**config.mk**
```make
export PLATFORM = sky130hd
export DESIGN_NAME = cnu_minsum
export DESIGN_NICKNAME = d
export VERILOG_FILES = /design/src/rtl/cnu_minsum.sv
export SDC_FILE = /design/constraint.sdc
export NUM_CORES = 1
export LEC_CHECK = 0
export BUFFER_PORTS_ARGS = -buffer_cell sky130_fd_sc_hd__buf_4
export CORE_ASPECT_RATIO = 0.7
export CORE_UTILIZATION = 62
export CTS_CLUSTER_DIAMETER = 60
export DETAILED_ROUTE_END_ITERATION = 8
export PLACE_DENSITY = 0.93
export SKIP_CTS_REPAIR_TIMING = 1
export SLEW_MARGIN = 10
export SYNTH_ARGS = -nofsm -noshare
export SYNTH_HDL_FRONTEND = slang
export SYNTH_SLANG_ARGS = --single-unit
```
**constraint.sdc**
```tcl
create_clock -name clk -period 5.2 [get_ports clk]
set_clock_uncertainty 0.05 [all_clocks]
set_input_delay 0.52 -clock clk [delete_from_list [all_inputs] [get_ports clk]]
set_output_delay 0.52 -clock clk [all_outputs]
set_load 0.03 [all_outputs]
```
**src/rtl/cnu_minsum.sv**
```systemverilog
// Serial offset-min-sum check-node unit.
//
// Purpose: accepts one Z-lane V2C vector per cycle for each non-zero block
// column of a base-matrix row. It tracks per-lane min1/min2/argmin/sign state,
// then streams the C2V vectors back out in the same column order.
//
// Ports:
//   clk, rst_n          clock (rising edge), asynchronous active-low reset
//   in_valid/in_ready   input handshake; in_last marks the final column of a row
//   in                  Z lanes of BITS-bit two's-complement messages, lane l at in[l]
//   out_valid/out_ready output handshake; out_last marks the final output of a row
//   out                 Z lanes of BITS-bit two's-complement C2V messages (registered)
module cnu_minsum #(
  parameter int unsigned BITS    = 8,
  parameter int unsigned Z       = 7,
  parameter int unsigned DEG_MAX = 8,
  parameter int unsigned OFFSET  = 0
) (
  input  logic                   clk,
  input  logic                   rst_n,
  input  logic                   in_valid,
  output logic                   in_ready,
  input  logic                   in_last,
  input  logic [Z-1:0][BITS-1:0] in,
  output logic                   out_valid,
  input  logic                   out_ready,
  output logic                   out_last,
  output logic [Z-1:0][BITS-1:0] out
);

  localparam int unsigned MW = BITS - 1;
  localparam int unsigned KW = (DEG_MAX > 1) ? $clog2(DEG_MAX) : 1;
  localparam logic [MW-1:0] MaxMag = {MW{1'b1}};
  localparam logic [MW-1:0] Off    = MW'(OFFSET);
  localparam logic [KW-1:0] KLast  = KW'(DEG_MAX - 1);

  typedef enum logic [0:0] {StAcc, StEmit} state_e;

  state_e                   state_q, state_d;
  logic [KW-1:0]            k_q, k_d;
  logic [KW-1:0]            j_q, j_d;
  logic [KW-1:0]            last_q, last_d;  // row degree minus one
  logic [MW-1:0]            min1_q [Z];
  logic [MW-1:0]            min1_d [Z];
  logic [MW-1:0]            min2_q [Z];
  logic [MW-1:0]            min2_d [Z];
  logic [KW-1:0]            idx_q  [Z];
  logic [KW-1:0]            idx_d  [Z];
  logic [Z-1:0]             sgn_q, sgn_d;
  logic [Z-1:0]             smem_q [DEG_MAX];
  logic [Z-1:0]             smem_d [DEG_MAX];
  logic [Z-1:0][BITS-1:0]   out_q, out_d;
  logic                     olast_q, olast_d;

  // |v| with the most negative code saturated to the largest magnitude.
  function automatic logic [MW-1:0] mag_of(input logic [BITS-1:0] v);
    logic [BITS-1:0] n;
    n = -v;
    if (!v[BITS-1])          return v[MW-1:0];
    else if (v[MW-1:0] == '0) return MaxMag;
    else                     return n[MW-1:0];
  endfunction

  function automatic logic [BITS-1:0] c2v(input logic [MW-1:0] m, input logic s);
    logic [MW-1:0] mp;
    mp = (m > Off) ? (m - Off) : '0;
    return s ? -{1'b0, mp} : {1'b0, mp};
  endfunction

  // State register
  always_ff @(posedge clk or negedge rst_n) begin
    if (!rst_n) begin
      state_q <= StAcc;
      k_q     <= '0;
      j_q     <= '0;
      last_q  <= '0;
      sgn_q   <= '0;
      out_q   <= '0;
      olast_q <= 1'b0;
      for (int l = 0; l < Z; l++) begin
        min1_q[l] <= MaxMag;
        min2_q[l] <= MaxMag;
        idx_q[l]  <= '0;
      end
      for (int c = 0; c < DEG_MAX; c++) smem_q[c] <= '0;
    end else begin
      state_q <= state_d;
      k_q     <= k_d;
      j_q     <= j_d;
      last_q  <= last_d;
      sgn_q   <= sgn_d;
      out_q   <= out_d;
      olast_q <= olast_d;
      min1_q  <= min1_d;
      min2_q  <= min2_d;
      idx_q   <= idx_d;
      smem_q  <= smem_d;
    end
  end

  // Next-state logic
  always_comb begin
    logic [MW-1:0] mag;
    state_d = state_q;
    k_d     = k_q;
    j_d     = j_q;
    last_d  = last_q;
    sgn_d   = sgn_q;
    min1_d  = min1_q;
    min2_d  = min2_q;
    idx_d   = idx_q;
    smem_d  = smem_q;
    mag     = '0;
    unique case (state_q)
      StAcc: begin
        if (in_valid) begin
          for (int l = 0; l < Z; l++) begin
            mag = mag_of(in[l]);
            // Strict compares: on a tie the earlier column keeps min1.
            if (mag < min1_q[l]) begin
              min2_d[l] = min1_q[l];
              min1_d[l] = mag;
              idx_d[l]  = k_q;
            end else if (mag < min2_q[l]) begin
              min2_d[l] = mag;
            end
            sgn_d[l]         = sgn_q[l] ^ in[l][BITS-1];
            smem_d[k_q][l]   = in[l][BITS-1];
          end
          k_d = k_q + KW'(1);
          if (in_last || (k_q == KLast)) begin
            state_d = StEmit;
            last_d  = k_q;
            k_d     = '0;
            j_d     = '0;
          end
        end
      end
      StEmit: begin
        if (out_ready) begin
          if (j_q == last_q) begin
            state_d = StAcc;
            j_d     = '0;
            k_d     = '0;
            sgn_d   = '0;
            for (int l = 0; l < Z; l++) begin
              min1_d[l] = MaxMag;
              min2_d[l] = MaxMag;
            end
          end else begin
            j_d = j_q + KW'(1);
          end
        end
      end
      default: state_d = StAcc;
    endcase
  end

  // Outputs. out/out_last are registered from the next-state view so the
  // first C2V vector is ready the cycle after the closing accept and holds
  // steady through a stall.
  always_comb begin
    in_ready  = (state_q == StAcc);
    out_valid = (state_q == StEmit);
    out       = out_q;
    out_last  = olast_q;
    out_d     = '0;
    olast_d   = 1'b0;
    if (state_d == StEmit) begin
      olast_d = (j_d == last_d);
      for (int l = 0; l < Z; l++) begin
        out_d[l] = c2v((j_d == idx_d[l]) ? min2_d[l] : min1_d[l],
                       sgn_d[l] ^ smem_d[j_d][l]);
      end
    end
  end

endmodule

```
==> out/metrics.json, run 1 <==
{
  "syn-mean-instance-area_um2": 9.06,
  "post_cts_clock_slew_at_the_launch_and_capture_registers_of_the_worst_setup_and_hold_paths_ns": 0.07,
  "peakVddDrop_mv": 0.514,
  "cts_tree": "done",
  "stdcell_count": 2559,
  "min_period_ns": 4.82,
  "floorplan.die.height_um": 145,
  "cp_arrival_ns": 5.17,
  "final_layout_size_suffix_gt1_share_pct": 23.9,
  "synthCells": 1995,
  "io_pins": 120,
  "yosys.cell_count.top_type": "inv_1",
  "synth_fp_nets": 2164,
  "post-synth-top-area-fraction_pct": 20.9,
  "synth_flop_cell": "dfrtp_1",
  "finish.utilization_pct": 73.7,
  "die_width_um": 206,
  "critPathCapture": "out[29]",
  "setup_viol": 0,
  "place_congestion": 0.988,
  "postSynth.asyncResetShare_pct": 100,
  "status": "complete, but fails checks",
  "timing.setup.critical_path_class": "in -> reg",
  "placement_rows": 51,
  "grt.met1_usage_pct": 52.4,
  "synth_simple_gate_area_share_pct": 15.6,
  "r2r_cells": 17,
  "clock_path_buffers": 3,
  "track_usage_pct": 37.1,
  "r2r_start": "k_q[1]",
  "cp-start-kind": "input pin",
  "via_count_of_the_first_global_routing_pass": 16700,
  "violations": "negative hold slack",
  "synth_area_leader_cell": "dfrtp_1",
  "cap_violations": 0,
  "wirelength_um": 55300,
  "clock-root-buffer": "clkbuf_16",
  "area_inside_the_core_boundary_um2": 28200,
  "synth_top_cells_by_area": "dfrtp_1 (21%), dfstp_2 (14%), ha_1 (7.5%)",
  "yosys.area_share.xor_xnor_pct": 2.90,
  "synth_edf_count": 0,
  "first_pass_grt_wire_length_um": 86900,
  "worstHoldPathType": "in -> async",
  "netlist_area_um2": 18100,
  "crit_path_max_fanout": 7,
  "drt_drc_violations_left": 0,
  "met3_usage_pct": 8.53,
  "period_share_pct": 92.7,
  "worst_ep_required_time_ns": 5.55,
  "synth_warnings": 0,
  "hold-worst-slack_ns": -0.0261,
  "drt_pass1_iterations": 7,
  "avgRoutedWirePerCell_um": 21.6,
  "final_hold_viol_count": 17,
  "grt_remaining_overflow": 0,
  "hpwl_um": 39500,
  "power_density_nw_per_um2": 766,
  "layout-area-overhead-vs-synth_pct": 14.9,
  "ys_seq_elements": 249,
  "drt-vias-per-instance": 6.67,
  "synth.lib_cells_used.distinct": 107,
  "max_slew.worst_pin.slew_ns": 0.985,
  "diodes": 0,
  "synth_top_cells_by_count": "inv_1 (184), dfrtp_1 (151), nand2_1 (142)",
  "antenna_found_initial": 1,
  "port_buffers": 119,
  "initial_core_util_pct": 64.1,
  "cp-startpoint": "in[24]",
  "dpl_cell_area_um2": 20000,
  "unrepaired_setup_endpoints_after_global_routing": "false",
  "synth_compound_area_share_pct": 22.1,
  "r2r-end": "out[53]",
  "detailroute.via_count": 17100,
  "grt-busiest-layer": "met2",
  "layout.cell_area.non_filler_um2": 20800,
  "cts-buffers-inserted": 25,
  "synth.area.mux_share_pct": 10.5,
  "die-area_um2": 29900,
  "synth-adder-area-share_pct": 7.48,
  "ctsHtreeMaxLevel": 1,
  "achievable-frequency_mhz": 207,
  "finish.net_count": 2339,
  "critPathCaptureType": "flip-flop",
  "pin_count_of_the_biggest_net_entering_global_routing": 115,
  "ys_seq_area_share_pct": 35.1,
  "largest_family_of_logic_cells_by_synthesized_area": "compound AO/OA/AOI/OAI gates",
  "clock_sinks": 249,
  "drt_iter0_markers": 2134,
  "reg2reg_setup_slack_ns": 0.57,
  "clk_latency_ns": 0.55,
  "drtAntennaViolNets": 0,
  "final_max_slew_viol_count": 0,
  "placedCellCount": 2514,
  "relSlewSlack_pct": 33.8,
  "leakage_nw": 9.93,
  "grt.met2_usage_pct": 55.6
}
[layout by cell type (no fill, tap or decap), drive strengths merged, types with 39 or more instances in the layout]
| cell type | synthesis | final |
|---|---|---|
| buf | 37 | 242 |
| inv | 185 | 185 |
| dfrtp | 151 | 151 |
| nand2 | 142 | 142 |
| nor2 | 134 | 134 |
| o21ai | 128 | 128 |
| a21oi | 119 | 119 |
| ha | 108 | 108 |
| mux2i | 105 | 105 |
| dfstp | 98 | 98 |
| nor3 | 75 | 75 |
| mux2 | 74 | 74 |
| a31oi | 54 | 54 |
| clkbuf | 57 | 40 |
| nand3 | 39 | 39 |
[through the flow]
| stage | TNS, ns | setup WS [ns] | total power, W |
|---|---|---|---|
| 2_1_floorplan | 0 | 0.155 | 0.0105 |
| 3_3_place_gp | 0 | 0.127 | 0.0133 |
| 3_5_place_dp | -0.628 | -0.161 | 0.0137 |
| 4_1_cts | 0 | 0.372 | 0.0156 |
| 5_1_grt | 0 | 0.0305 | 0.0169 |
| 6_report | 0 | 0.377 | 0.0159 |
[power breakdown]
part / switching, W / total, W / internal, W
combinational: 0.00662 / 0.0107 / 0.00407
clock: 0.000803 / 0.00184 / 0.00104
sequential: 0.000396 / 0.00338 / 0.00299
total: 0.00782 / 0.0159 / 0.00809
[state kept, by name, summed over array words and instances (netlist names)]
signal     count
last_q         3
k_q            3
j_q            3
smem_q        56
min1_q        49
out_last       1
out_valid      1
idx_q         21
sgn_q          7
out           56
min2_q        49
[critical path, stage by stage]
cell      delay (ns)
buf_4           0.12
inv_1           0.05
ha_1            0.21
nor4b_4         0.31
a21boi_0        0.14
o31a_1          0.34
inv_1           0.11
ha_1            0.24
a211oi_1        0.41
a221oi_4        0.16
nor3_2          0.57
mux2i_1         0.35
xnor2_1         0.12
nor2_1          0.32
mux2i_1         0.31
ha_1            0.22
o211ai_1        0.11
o311ai_2        0.13
o21a_1          0.19
o21ai_1         0.06
nor3b_1         0.16
[layout make-up]
cell class                      count  area (um2)
Timing Repair Buffer              242        1840
Fill cell                        2016        7420
Tap cell                          371         464
Inverter                          186         698
Multi-Input combinational cell   1466       10600
Clock inverter                      5        55.1
Sequential cell                   249        6350
Clock buffer                       40         752
[kinds of logic (layout without fill, tap and decap cells)]
| family | after synthesis | after routing |
|---|---|---|
| AOI/OAI and AO/OA | 580 | 580 |
| xor gates and xnor gates | 59 | 59 |
| adders and majority gates | 108 | 108 |
| buffers and inverters | 280 | 473 |
| DFF | 249 | 249 |
| muxes | 179 | 179 |
| and+or+nand+nor | 540 | 540 |
[routing by layer]
layer / part of all wire [%] / routed length [um] / up-vias
li1: - / - / 7672
met1: 42 / 23200 / 8098
met2: 42 / 23400 / 1090
met3: 12 / 6790 / 196
met4: 3.4 / 1900 / 0
met5: 0 / 0 / -
[worst min path at each step]
stage | start | slack, ns | to | depth (start not counted)
floorplan | rst_n | 0.17 | idx_q[0] | 0
global placement | smem_q[36] | 0.42 | smem_q[36] | 1
detailed placement | smem_q[19] | 0.43 | smem_q[19] | 1
CTS | rst_n | 0.05 | idx_q[16] | 1
global route | rst_n | 0.07 | out[8] | 1
finish | rst_n | -0.03 | out[8] | 1
(Power assumes the default switching activity.)
==> inputs of run 2 (changes only) <==
--- a/config.mk
+++ b/config.mk
@@ -10,7 +10,7 @@
 export CORE_UTILIZATION = 62
 export CTS_CLUSTER_DIAMETER = 60
 export DETAILED_ROUTE_END_ITERATION = 8
-export PLACE_DENSITY = 0.93
+export PLACE_DENSITY = 0.81
 export SKIP_CTS_REPAIR_TIMING = 1
 export SLEW_MARGIN = 10
 export SYNTH_ARGS = -nofsm -noshare
==> run 2 against run 1 <==
Compared with the run above: the flow still finishes with violations (negative hold slack); wire length down 0.58%; cell count is 0.12% lower; largest cell class unchanged; core utilization is 0.098 points higher; sequential share of layout area about the same; critical path depth grew 3; critical endpoint is now out[13].
==> out/metrics.json, run 2 (same netlist as run 1, synthesis figures left out) <==
{
  "port_buffers": {"value": 119, "change": "unchanged"},
  "layout.cell_area.non_filler": {"value": 20800, "unit": "um2", "change": "+0.13%"},
  "min_period": {"value": 4.87, "unit": "ns", "change": "+0.0506 ns"},
  "avgRoutedWirePerCell": {"value": 21.5, "unit": "um", "change": "-0.47%"},
  "power_density": {"value": 770, "unit": "nW/um2", "change": "+0.51%"},
  "achievable-frequency": {"value": 205, "unit": "MHz", "change": "-1.0%"},
  "cp_arrival": {"value": 5.29, "unit": "ns", "change": "+0.12 ns"},
  "grt_remaining_overflow": {"value": 0, "change": "unchanged"},
  "relSlewSlack": {"value": 37.6, "unit": "%", "change": "+3.8 points"},
  "finish.net_count": {"value": 2333, "change": "-0.26%"},
  "antenna_found_initial": {"value": 0, "change": "-1"},
  "drtAntennaViolNets": {"value": 0, "change": "unchanged"},
  "first_pass_grt_wire_length": {"value": 87700, "unit": "um", "change": "+0.84%"},
  "period_share": {"value": 93.7, "unit": "%", "change": "+0.97 points"},
  "cts-buffers-inserted": {"value": 27, "change": "+8.0%"},
  "final_layout_size_suffix_gt1_share": {"value": 23.9, "unit": "%", "change": "-0.059 points"},
  "floorplan.die.height": {"value": 145, "unit": "um", "change": "unchanged"},
  "crit_path_max_fanout": {"value": 6, "change": "-1"},
  "leakage": {"value": 9.94, "unit": "nW", "change": "about the same"},
  "die-area": {"value": 29900, "unit": "um2", "change": "unchanged"},
  "detailroute.via_count": {"value": 16900, "change": "-0.88%"},
  "clk_latency": {"value": 0.56, "unit": "ns", "change": "about the same"},
  "mostFrequentLayoutCell": "buf_4",
  "hold-worst-slack": {"value": -0.0598, "unit": "ns", "change": "-0.0338 ns"},
  "layout-area-overhead-vs-synth_pct": 15.1,
  "worst_ep_required_time": {"value": 5.62, "unit": "ns", "change": "+0.07 ns"},
  "reg2reg_setup_slack": {"value": 0.67, "unit": "ns", "change": "+0.10 ns"},
  "drt_drc_violations_left": {"value": 0, "change": "unchanged"},
  "track_usage": {"value": 37.4, "unit": "%", "change": "+0.30 points"},
  "wirelength": {"value": 55000, "unit": "um", "change": "-0.58%"},
  "violations": "negative hold slack",
  "status": "complete, but fails checks",
  "initial_core_util": {"value": 64.1, "unit": "%", "change": "unchanged"},
  "ctsHtreeMaxLevel": {"value": 1, "change": "unchanged"},
  "r2r-end": "out[45]",
  "worstHoldPathType": "in -> async",
  "io_pins": {"value": 120, "change": "unchanged"},
  "peakVddDrop": {"value": 0.453, "unit": "mV", "change": "-12%"},
  "tns": {"value": 0, "unit": "ns", "change": "unchanged"},
  "r2r_cells": {"value": 16, "change": "-1"},
  "highest-signal-layer": "met4",
  "drt_pass1_iterations": {"value": 8, "change": "+1"},
  "diodes": {"value": 0, "change": "unchanged"},
  "critPathCaptureType": "flip-flop",
  "setup_viol": {"value": 0, "change": "unchanged"},
  "final_hold_viol_count": {"value": 5, "change": "-12"},
  "pin_count_of_the_biggest_net_entering_global_routing": {"value": 111, "change": "-3.5%"},
  "clock_sinks": {"value": 249, "change": "unchanged"},
  "drt_iter0_markers": {"value": 1871, "change": "-12%"},
  "timing.setup.critical_path_class": "in -> reg",
  "clock-root-buffer": "clkbuf_16",
  "max_slew.worst_pin.slew": {"value": 0.935, "unit": "ns", "change": "-0.0499 ns"},
  "met1Wirelength": {"value": 23900, "unit": "um", "change": "+3.3%"},
  "drt-vias-per-instance": {"value": 6.61, "change": "-0.76%"},
  "layout_common_cells": "buf_4 (232), inv_1 (184), dfrtp_1 (151), nand2_1 (142), nor2_1 (131)",
  "place_congestion": {"value": 1.00, "change": "+1.6%"},
  "placement_rows": {"value": 51, "change": "unchanged"},
  "hpwl": {"value": 39300, "unit": "um", "change": "-0.47%"},
  "r2r_start": "k_q[0]",
  "cp-start-kind": "input pin",
  "post-layout-total-power": {"value": 0.0160, "unit": "W", "change": "+0.65%"},
  "via_count_of_the_first_global_routing_pass": {"value": 16600, "change": "-0.65%"},
  "dpl_cell_area": {"value": 19900, "unit": "um2", "change": "-0.30%"},
  "cts_tree": "done",
  "final_max_slew_viol_count": {"value": 0, "change": "unchanged"},
  "cap_violations": {"value": 0, "change": "unchanged"},
  "area_inside_the_core_boundary": {"value": 28200, "unit": "um2", "change": "unchanged"},
  "die_width": {"value": 206, "unit": "um", "change": "unchanged"},
  "clock_path_buffers": {"value": 3, "change": "unchanged"},
  "met3_length": {"value": 6290, "unit": "um", "change": "-7.4%"},
  "post_cts_clock_slew_at_the_launch_and_capture_registers_of_the_worst_setup_and_hold_paths": {"value": 0.06, "unit": "ns", "change": "about the same"},
  "route.met2.wl": {"value": 23100, "unit": "um", "change": "-1.3%"}
}
## run 2: cell types whose count changed in the layout (fill, tap and decap cells not counted), moves of 2 or more
cell / before / now
buf_4: 240 / 232
inv_6: 0 / 3
clkbuf_8: 7 / 5
clkinv_2: 2 / 4
clkinvlp_4: 2 / 0
clkbuf_16: 25 / 27
## run 2: how the worst max path moves through the flow
| stage | startpoint | end | slack (ns) | cells past startpoint |
|---|---|---|---|---|
| 2_1_floorplan | in[8] | out[11] | 0.16 | 25 |
| 3_3_place_gp | in[8] | out[11] | 0.08 | 24 |
| 3_5_place_dp | in[40] | out[45] | -0.11 | 21 |
| 4_1_cts | in[40] | out[45] | 0.38 | 21 |
| 5_1_grt | in[41] | out[45] | -0.01 | 21 |
| 6_report | in[8] | out[13] | 0.33 | 24 |
## run 2: cell type report
type / instances / area (um2)
flip-flops and latches: 249 / 6350
fillers: 2131 / 7400
well taps: 371 / 464
multi-input cells: 1466 / 10600
repair buffers: 234 / 1780
clock inverters: 9 / 106
clock buffers: 41 / 778
inverters: 186 / 698
## run 2: critical path: stages
cell and delay, ns:
buf_4 0.11, inv_1 0.06, ha_1 0.23, nor3b_4 0.18, and2_1 0.15, o21a_1 0.16, a21oi_1 0.38, inv_1 0.15
ha_1 0.23, a211oi_1 0.47, a2111oi_4 0.16, nor2_2 0.21, buf_4 0.17, mux2i_1 0.27, xnor2_1 0.19, nand3_2 0.19
mux2i_1 0.29, ha_1 0.26, inv_1 0.05, a311o_1 0.31, o41ai_4 0.09, o21a_1 0.20, nor3_1 0.06, nor3_2 0.20
## run 2: report_power, final
group          switching (W)  leakage, nW  internal (W)
clock network       0.000817        0.437       0.00113
logic                0.00661         6.49       0.00408
registers           0.000386         3.01       0.00299
total                0.00781         9.94       0.00820
## run 2: stage by stage
| step | worst slack, ns | utilization (%) | std cells |
|---|---|---|---|
| after detailed placement | -0.108 | 70.6 | 2506 |
| after global placement | 0.0838 | 70.6 | 2506 |
| final | 0.327 | 73.8 | 2556 |
| after global routing | -0.0139 | 73.8 | 2556 |
| after CTS | 0.376 | 73.7 | 2556 |
| after floorplan | 0.155 | - | 1995 |
## run 2: per-layer routing
metal  track usage (%)  vias up
li1                  -     7661
met2              55.9     1034
met1              53.4     8060
met4              11.8        0
met5                 0        -
met3              8.84      151
